### config.mk
export PLATFORM = sky130hd
export DESIGN_NAME = usb_host_monitor
export DESIGN_NICKNAME = d
export VERILOG_FILES = /design/src/rtl/usb_mon_pkg.sv /design/src/rtl/usb_frame_tick_gen.sv /design/src/rtl/usb_host_monitor.sv
export SDC_FILE = /design/constraint.sdc
export NUM_CORES = 1
export LEC_CHECK = 0
export CAP_MARGIN = 20
export CORE_MARGIN = 5
export CORE_UTILIZATION = 45
export CTS_CLUSTER_DIAMETER = 50
export DETAILED_ROUTE_END_ITERATION = 8
export PLACE_DENSITY = 0.77
export SLEW_MARGIN = 20
export SYNTH_ARGS = -nofsm -noshare
export SYNTH_HDL_FRONTEND = slang
export SYNTH_SLANG_ARGS = --single-unit
### constraint.sdc
create_clock -name clk -period 2.3 [get_ports clk]
set_input_delay 0.46 -clock clk [delete_from_list [all_inputs] [get_ports clk]]
set_output_delay 0.46 -clock clk [all_outputs]
set_load 0.05 [all_outputs]
### src/rtl/usb_mon_pkg.sv
// Shared types and frame-number helpers for the USB host-presence monitor.
package usb_mon_pkg;

    localparam int FRAME_W = 11;
    localparam logic [FRAME_W-1:0] FRAME_MASK = 11'h7FF;

    typedef enum logic [1:0] {
        ABSENT,
        ACQUIRE,
        PRESENT,
        SUSPENDED
    } mon_state_e;

    function automatic logic [FRAME_W-1:0] frame_inc(input logic [FRAME_W-1:0] f);
        return (f + 11'd1) & FRAME_MASK;
    endfunction

endpackage

### src/rtl/usb_frame_tick_gen.sv
// Local 1 ms frame clock: real ticks on SOF, synthetic ticks when an SOF is
// missing, and the local frame number that follows either.
module usb_frame_tick_gen
    import usb_mon_pkg::*;
#(
    parameter int WINDOW_CYCLES = 48000,
    parameter int TOL_CYCLES    = 480
) (
    input  logic               clk,
    input  logic               reset_n,
    input  logic               run_i,
    input  logic               sof_i,
    input  logic               real_tick_i,
    input  logic [FRAME_W-1:0] frame_i,
    output logic               synth_fire_o,
    output logic               in_window_o,
    output logic [FRAME_W-1:0] frame_exp_o,
    output logic               frame_tick_o,
    output logic               frame_synth_o,
    output logic [FRAME_W-1:0] local_frame_o
);

    localparam int TW = $clog2(WINDOW_CYCLES + TOL_CYCLES + 1);
    localparam logic [TW-1:0] FIRE_AT_T = TW'(WINDOW_CYCLES + TOL_CYCLES - 1);
    localparam logic [TW-1:0] LO_T      = TW'(WINDOW_CYCLES - TOL_CYCLES - 1);
    localparam logic [TW-1:0] RELOAD_T  = TW'(TOL_CYCLES);

    logic [TW-1:0]      tick_q, tick_d;
    logic [FRAME_W-1:0] frame_q, frame_d;
    logic               tick_out_q, tick_out_d;
    logic               synth_q, synth_d;

    // tick_q + 1 is the interval since the last real or synthesised frame start
    assign synth_fire_o = run_i && !sof_i && (tick_q == FIRE_AT_T);
    assign in_window_o  = (tick_q >= LO_T) && (tick_q <= FIRE_AT_T);
    assign frame_exp_o  = frame_inc(frame_q);

    always_comb begin
        tick_d     = tick_q + TW'(1);
        frame_d    = frame_q;
        tick_out_d = real_tick_i || synth_fire_o;
        synth_d    = synth_fire_o;
        if (sof_i || !run_i) begin
            tick_d = '0;
        end else if (synth_fire_o) begin
            // Reload with the tolerance so the next synthetic tick stays on the
            // nominal frame grid rather than drifting by TOL each frame.
            tick_d = RELOAD_T;
        end
        if (sof_i) begin
            frame_d = frame_i;
        end else if (synth_fire_o) begin
            frame_d = frame_inc(frame_q);
        end
    end

    always_ff @(posedge clk or negedge reset_n) begin
        if (!reset_n) begin
            tick_q     <= '0;
            frame_q    <= '0;
            tick_out_q <= 1'b0;
            synth_q    <= 1'b0;
        end else begin
            tick_q     <= tick_d;
            frame_q    <= frame_d;
            tick_out_q <= tick_out_d;
            synth_q    <= synth_d;
        end
    end

    assign frame_tick_o  = tick_out_q;
    assign frame_synth_o = synth_q;
    assign local_frame_o = frame_q;

endmodule

### src/rtl/usb_host_monitor.sv
// Host-presence monitor: qualifies SOF traffic into present/suspended/timeout
// status and keeps a frame clock that survives missed SOFs.
module usb_host_monitor
    import usb_mon_pkg::*;
#(
    parameter int WINDOW_CYCLES  = 48000,
    parameter int TOL_CYCLES     = 480,
    parameter int TIMEOUT_CYCLES = 196000000,
    parameter int PRESENT_SOFS   = 4,
    parameter int SUSPEND_FRAMES = 3,
    parameter int MISS_W         = 16
) (
    input  logic               clk,
    input  logic               reset_n,
    input  logic               sof_valid,
    input  logic [FRAME_W-1:0] frame_index,
    input  logic               bus_reset,
    input  logic               clear_stats,
    output logic               host_present,
    output logic               host_timeout,
    output logic               suspended,
    output logic               frame_tick,
    output logic               frame_synth,
    output logic [FRAME_W-1:0] local_frame,
    output logic               frame_err,
    output logic [MISS_W-1:0]  missed_frames
);

    localparam int TW = $clog2(TIMEOUT_CYCLES + 2);
    localparam int AW = $clog2(PRESENT_SOFS + 1);
    localparam int SW = $clog2(SUSPEND_FRAMES + 1);

    mon_state_e         state_q, state_d;
    logic [AW-1:0]      acq_q, acq_d, acq_next;
    logic [SW-1:0]      miss_run_q, miss_run_d;
    logic [TW-1:0]      sof_timer_q, sof_timer_d;
    logic               host_present_q, host_present_d;
    logic               host_timeout_q, host_timeout_d;
    logic               suspended_q, suspended_d;
    logic               frame_err_q, frame_err_d;
    logic [MISS_W-1:0]  missed_q, missed_d;

    logic               sof;
    logic               timeout_hit;
    logic               acq_in_window;
    logic               run;
    logic               real_tick;
    logic               synth_fire;
    logic               tick_in_window;
    logic [FRAME_W-1:0] frame_exp;

    // bus_reset swallows a coincident SOF; a coincident SOF defers the timeout
    assign sof           = sof_valid && !bus_reset;
    assign timeout_hit   = !sof_valid && !bus_reset && (32'(sof_timer_q) > TIMEOUT_CYCLES);
    assign acq_in_window = (32'(sof_timer_q) >= WINDOW_CYCLES - TOL_CYCLES - 1) &&
                           (32'(sof_timer_q) <= WINDOW_CYCLES + TOL_CYCLES - 1);
    assign acq_next      = acq_in_window ? acq_q + AW'(1) : AW'(1);
    assign run           = ((state_q == PRESENT) || (state_q == SUSPENDED)) &&
                           !timeout_hit && !bus_reset;
    assign real_tick     = sof && (state_q == PRESENT);

    usb_frame_tick_gen #(
        .WINDOW_CYCLES (WINDOW_CYCLES),
        .TOL_CYCLES    (TOL_CYCLES)
    ) u_tick_gen (
        .clk           (clk),
        .reset_n       (reset_n),
        .run_i         (run),
        .sof_i         (sof),
        .real_tick_i   (real_tick),
        .frame_i       (frame_index),
        .synth_fire_o  (synth_fire),
        .in_window_o   (tick_in_window),
        .frame_exp_o   (frame_exp),
        .frame_tick_o  (frame_tick),
        .frame_synth_o (frame_synth),
        .local_frame_o (local_frame)
    );

    always_comb begin
        state_d        = state_q;
        acq_d          = acq_q;
        miss_run_d     = miss_run_q;
        sof_timer_d    = sof_timer_q;
        host_timeout_d = host_timeout_q;
        frame_err_d    = 1'b0;
        missed_d       = missed_q;
        if (32'(sof_timer_q) <= TIMEOUT_CYCLES) begin
            sof_timer_d = sof_timer_q + TW'(1);
        end

        case (state_q)
            ABSENT: begin
                if (sof) begin
                    state_d = ACQUIRE;
                    acq_d   = AW'(1);
                end
            end
            ACQUIRE: begin
                if (sof) begin
                    acq_d = acq_next;
                    if (acq_next == AW'(PRESENT_SOFS)) begin
                        state_d    = PRESENT;
                        miss_run_d = '0;
                    end
                end else if (32'(sof_timer_q) >= WINDOW_CYCLES + TOL_CYCLES) begin
                    state_d = ABSENT;
                    acq_d   = '0;
                end
            end
            PRESENT: begin
                if (sof) begin
                    miss_run_d = '0;
                    if ((frame_index != frame_exp) || !tick_in_window) begin
                        frame_err_d = 1'b1;
                    end
                end else if (synth_fire) begin
                    if (missed_q != '1) begin
                        missed_d = missed_q + MISS_W'(1);
                    end
                    if (miss_run_q == SW'(SUSPEND_FRAMES - 1)) begin
                        state_d    = SUSPENDED;
                        miss_run_d = '0;
                    end else begin
                        miss_run_d = miss_run_q + SW'(1);
                    end
                end
            end
            SUSPENDED: begin
                if (sof) begin
                    state_d = ACQUIRE;
                    acq_d   = AW'(1);
                end
            end
            default: state_d = ABSENT;
        endcase

        if (sof) begin
            sof_timer_d    = '0;
            host_timeout_d = 1'b0;
        end
        if (clear_stats) begin
            missed_d = '0;
        end
        if (timeout_hit) begin
            state_d        = ABSENT;
            acq_d          = '0;
            miss_run_d     = '0;
            host_timeout_d = 1'b1;
        end
        if (bus_reset) begin
            state_d     = ACQUIRE;
            acq_d       = '0;
            miss_run_d  = '0;
            sof_timer_d = '0;
            frame_err_d = 1'b0;
        end

        host_present_d = (state_d == PRESENT) || (state_d == SUSPENDED);
        suspended_d    = (state_d == SUSPENDED);
    end

    always_ff @(posedge clk or negedge reset_n) begin
        if (!reset_n) begin
            state_q        <= ABSENT;
            acq_q          <= '0;
            miss_run_q     <= '0;
            sof_timer_q    <= '0;
            host_present_q <= 1'b0;
            host_timeout_q <= 1'b0;
            suspended_q    <= 1'b0;
            frame_err_q    <= 1'b0;
            missed_q       <= '0;
        end else begin
            state_q        <= state_d;
            acq_q          <= acq_d;
            miss_run_q     <= miss_run_d;
            sof_timer_q    <= sof_timer_d;
            host_present_q <= host_present_d;
            host_timeout_q <= host_timeout_d;
            suspended_q    <= suspended_d;
            frame_err_q    <= frame_err_d;
            missed_q       <= missed_d;
        end
    end

    assign host_present  = host_present_q;
    assign host_timeout  = host_timeout_q;
    assign suspended     = suspended_q;
    assign frame_err     = frame_err_q;
    assign missed_frames = missed_q;

endmodule
==> flow_metrics.env <==
export IMPL_synth_area_leaders="dfrtp_1 (40%), a21oi_1 (4.6%), nand3_1 (4.1%)"
export IMPL_synthesis_nets=625
export IMPL_netlist_top_cells_count="dfrtp_1 (84), nor2_1 (50), nand2_1 (49), a21oi_1 (48), nand3_1 (43)"
export IMPL_yosys_area_top_type="dfrtp_1"
export IMPL_setup_worst_path_end_class="register"
export IMPL_synth_area_mm2=0.00527
export IMPL_synth_edf_count=0
export IMPL_worstPathMaxFanout=16
export IMPL_antenna_found_initial=0
export IMPL_pwr_density_cell_mw_per_mm2=499
export IMPL_dpl_cell_count=852
export IMPL_grtUsageMet2=0.342
export IMPL_die_w_um=118
export IMPL_rows=39
export IMPL_ys_seq_elements=84
export IMPL_drive_above_1_share=0.266
export IMPL_start_util=0.460
export IMPL_nNetsFinal=761
export IMPL_core_area_mm2=0.0115
export IMPL_placement_setup_worst_slack_ns=-0.406
export IMPL_fmax_mhz=436
export IMPL_worst_slack_ns=0.00680
export IMPL_drt_iter0_drc=399
export IMPL_cpPeakStageDelay_ns=0.51
export IMPL_avgSynthCellArea_um2=8.80
export IMPL_seq_area_frac_synth=0.399
export IMPL_grt_usage=0.205
export IMPL_peakVddDrop_v=0.000395
export IMPL_r2r_end="missed_frames[10]"
export IMPL_crit_end="missed_frames[10]"
export IMPL_grt_pass1_wl_um=24300
export IMPL_dr_pass1_iters=5
export IMPL_critical_path_top_delay_family="simple AND/OR/NAND/NOR gates"
export IMPL_clk_pin_slew_ns=0.06
export IMPL_yosysMostFrequentCell="dfrtp_1"
export IMPL_p_leak_nw=3.09
export IMPL_grt_max_degree=35
export IMPL_critPathKind="reg -> reg"
export IMPL_postCtsHoldBufs=0
export IMPL_syn_inst=599
export IMPL_fin_crit_ns=2.29
export IMPL_drc=0
export IMPL_dp_hpwl_um=10100
export IMPL_drv_cap=0
export IMPL_overflow=0
export IMPL_maxSlewViolCount=0
export IMPL_async_flop_share=1.00
export IMPL_cp_required_ns=2.56
export IMPL_synthToLayoutAreaGrowth_pct=38.4
export IMPL_htreeDepth=3
export IMPL_worstSkewPairLatency_ns=0.35
export IMPL_hold_path_class="in -> async"
export IMPL_cts_inserted_buffers=9
export IMPL_clock_skew_ns=0.00912
export IMPL_maxSlewHeadroom=0.555
export IMPL_crit_chain="buf_4 > nor4b_4 > nand3_2 > nor4_4 > a21oi_4 > buf_12 > or4_4 > a21oi_2"
export IMPL_ant_nets=0
export IMPL_final_hold_violation_count=0
export IMPL_r2r_cells=8
export IMPL_grt_pass1_vias=5246
export IMPL_critPathSlowestCell="or4_4"
export IMPL_gp_congestion=0.973
export IMPL_worstPathArrival_ns=2.55
export IMPL_tightest_slew_ns=0.665
export IMPL_min_period_over_period=0.997
export IMPL_critPathLaunch="sof_timer_q[10]"
export IMPL_crit_buf_inv=2
export IMPL_stdcell_count=883
export IMPL_diodes=0
export IMPL_grtUsageMet3=0.0325
export IMPL_netlist_area_leader_share=0.399
export IMPL_wl_per_cell_um=16.8
export IMPL_top_usage_layer="met2"
export IMPL_outcome="finished, final reports clean"
export IMPL_r2r_slack_ns=0.007
export IMPL_ys_flop_type="dfrtp_1"
export IMPL_die_h_um=118
export IMPL_dieArea_mm2=0.0140
export IMPL_global_route_usage_met1=0.260
export IMPL_synth_cell_types=61
export IMPL_io_buffers=48
export IMPL_vias=5337
export IMPL_routed_wl_um=14800
export IMPL_clock_sinks=84
export IMPL_cts_buffer_depth=2
export IMPL_io_pins=49
export IMPL_yosys_warnings=0
export IMPL_critical_path_depth=8
export IMPL_via_per_inst=6.04
export IMPL_tritoncts="done"
export IMPL_rsz0062_at_grt="true"
export IMPL_r2r_start="sof_timer_q[10]"
export IMPL_start_kind="register"
export IMPL_clockRootBuffer="clkbuf_16"
export IMPL_setup_violations=0
[report_power, final]
group | switching [W] | leakage, nW | internal, W
logic | 0.000316 | 1.81 | 0.000215
registers | 0.0000401 | 1.13 | 0.00151
clock network | 0.000603 | 0.146 | 0.000956
total | 0.000959 | 3.09 | 0.00268
[flip-flops by register name, indices dropped and copies added (netlist names)]
name	count
u_tick_gen.local_frame_o	11
suspended	1
sof_timer_q	28
state_q	2
acq_q	3
miss_run_q	2
u_tick_gen.frame_synth_o	1
host_timeout	1
frame_err	1
host_present	1
u_tick_gen.tick_q	16
u_tick_gen.frame_tick_o	1
missed_frames	16
[placed cells by master, fill, tap and decap left out, drive strengths merged, types with 18 or more instances in the layout]
cell and instances:
nand3 43, buf 104, nor2 51, dfrtp 84, a21oi 48, xnor2 18, nand2 49, inv 19
clkdlybuf4s50 46
[worst min path at each step]
stage | slack (ns) | to | depth (start not counted)
6_report | 0.06 | sof_timer_q[12] | 1
5_1_grt | 0.08 | sof_timer_q[11] | 1
4_1_cts | 0.06 | acq_q[2] | 1
3_5_place_dp | 0.43 | acq_q[1] | 1
3_3_place_gp | 0.44 | acq_q[1] | 1
2_1_floorplan | 0.16 | acq_q[0] | 0
[per-stage QoR]
step           setup TNS (ns)  utilization  instance area (µm²)  power [W]  hold WS [ns]
6_report                    0        0.636                 7290    0.00364        0.0561
5_1_grt                -0.727        0.636                 7290    0.00379        0.0831
4_1_cts                     0        0.605                 6940    0.00365        0.0638
3_5_place_dp            -8.52        0.568                 6510    0.00209         0.431
3_3_place_gp            -5.48        0.568                 6510    0.00207         0.437
2_1_floorplan        -0.00841            -                 5280    0.00186         0.164
[cells by family after synthesis]
group                      Yosys count  share of synthesized area
DFF                                 84                      0.399
xor gates and xnor gates            35                     0.0582
AOI/OAI and AO/OA                  133                      0.171
muxes                               11                     0.0226
and+or+nand+nor                    281                      0.292
adders and majority gates           10                     0.0237
buffers and inverters               45                     0.0340
[cell type report]
type | count | area [µm²]
Sequential cell | 84 | 2110
Multi-Input combinational cell | 470 | 3290
Timing Repair Buffer | 152 | 1330
Tap cell | 143 | 179
Fill cell | 902 | 4180
Clock buffer | 11 | 233
Inverter | 18 | 67.6
Clock inverter | 5 | 83.8
[routing by layer]
metal | up-vias | part of all wire
li1 | 2485 | -
met1 | 2609 | 0.43
met2 | 210 | 0.49
met3 | 33 | 0.056
met4 | 0 | 0.024
met5 | - | 0
[timing repair]
action | in CTS | in global routing
resized for setup | 20 | 56
pin swaps | 7 | 19
gates cloned | 1 | 1
endpoints found under the setup margin | 22 | 40
buffers inserted | 2 | 11
Note: power is estimated with default switching activity, not from simulation.
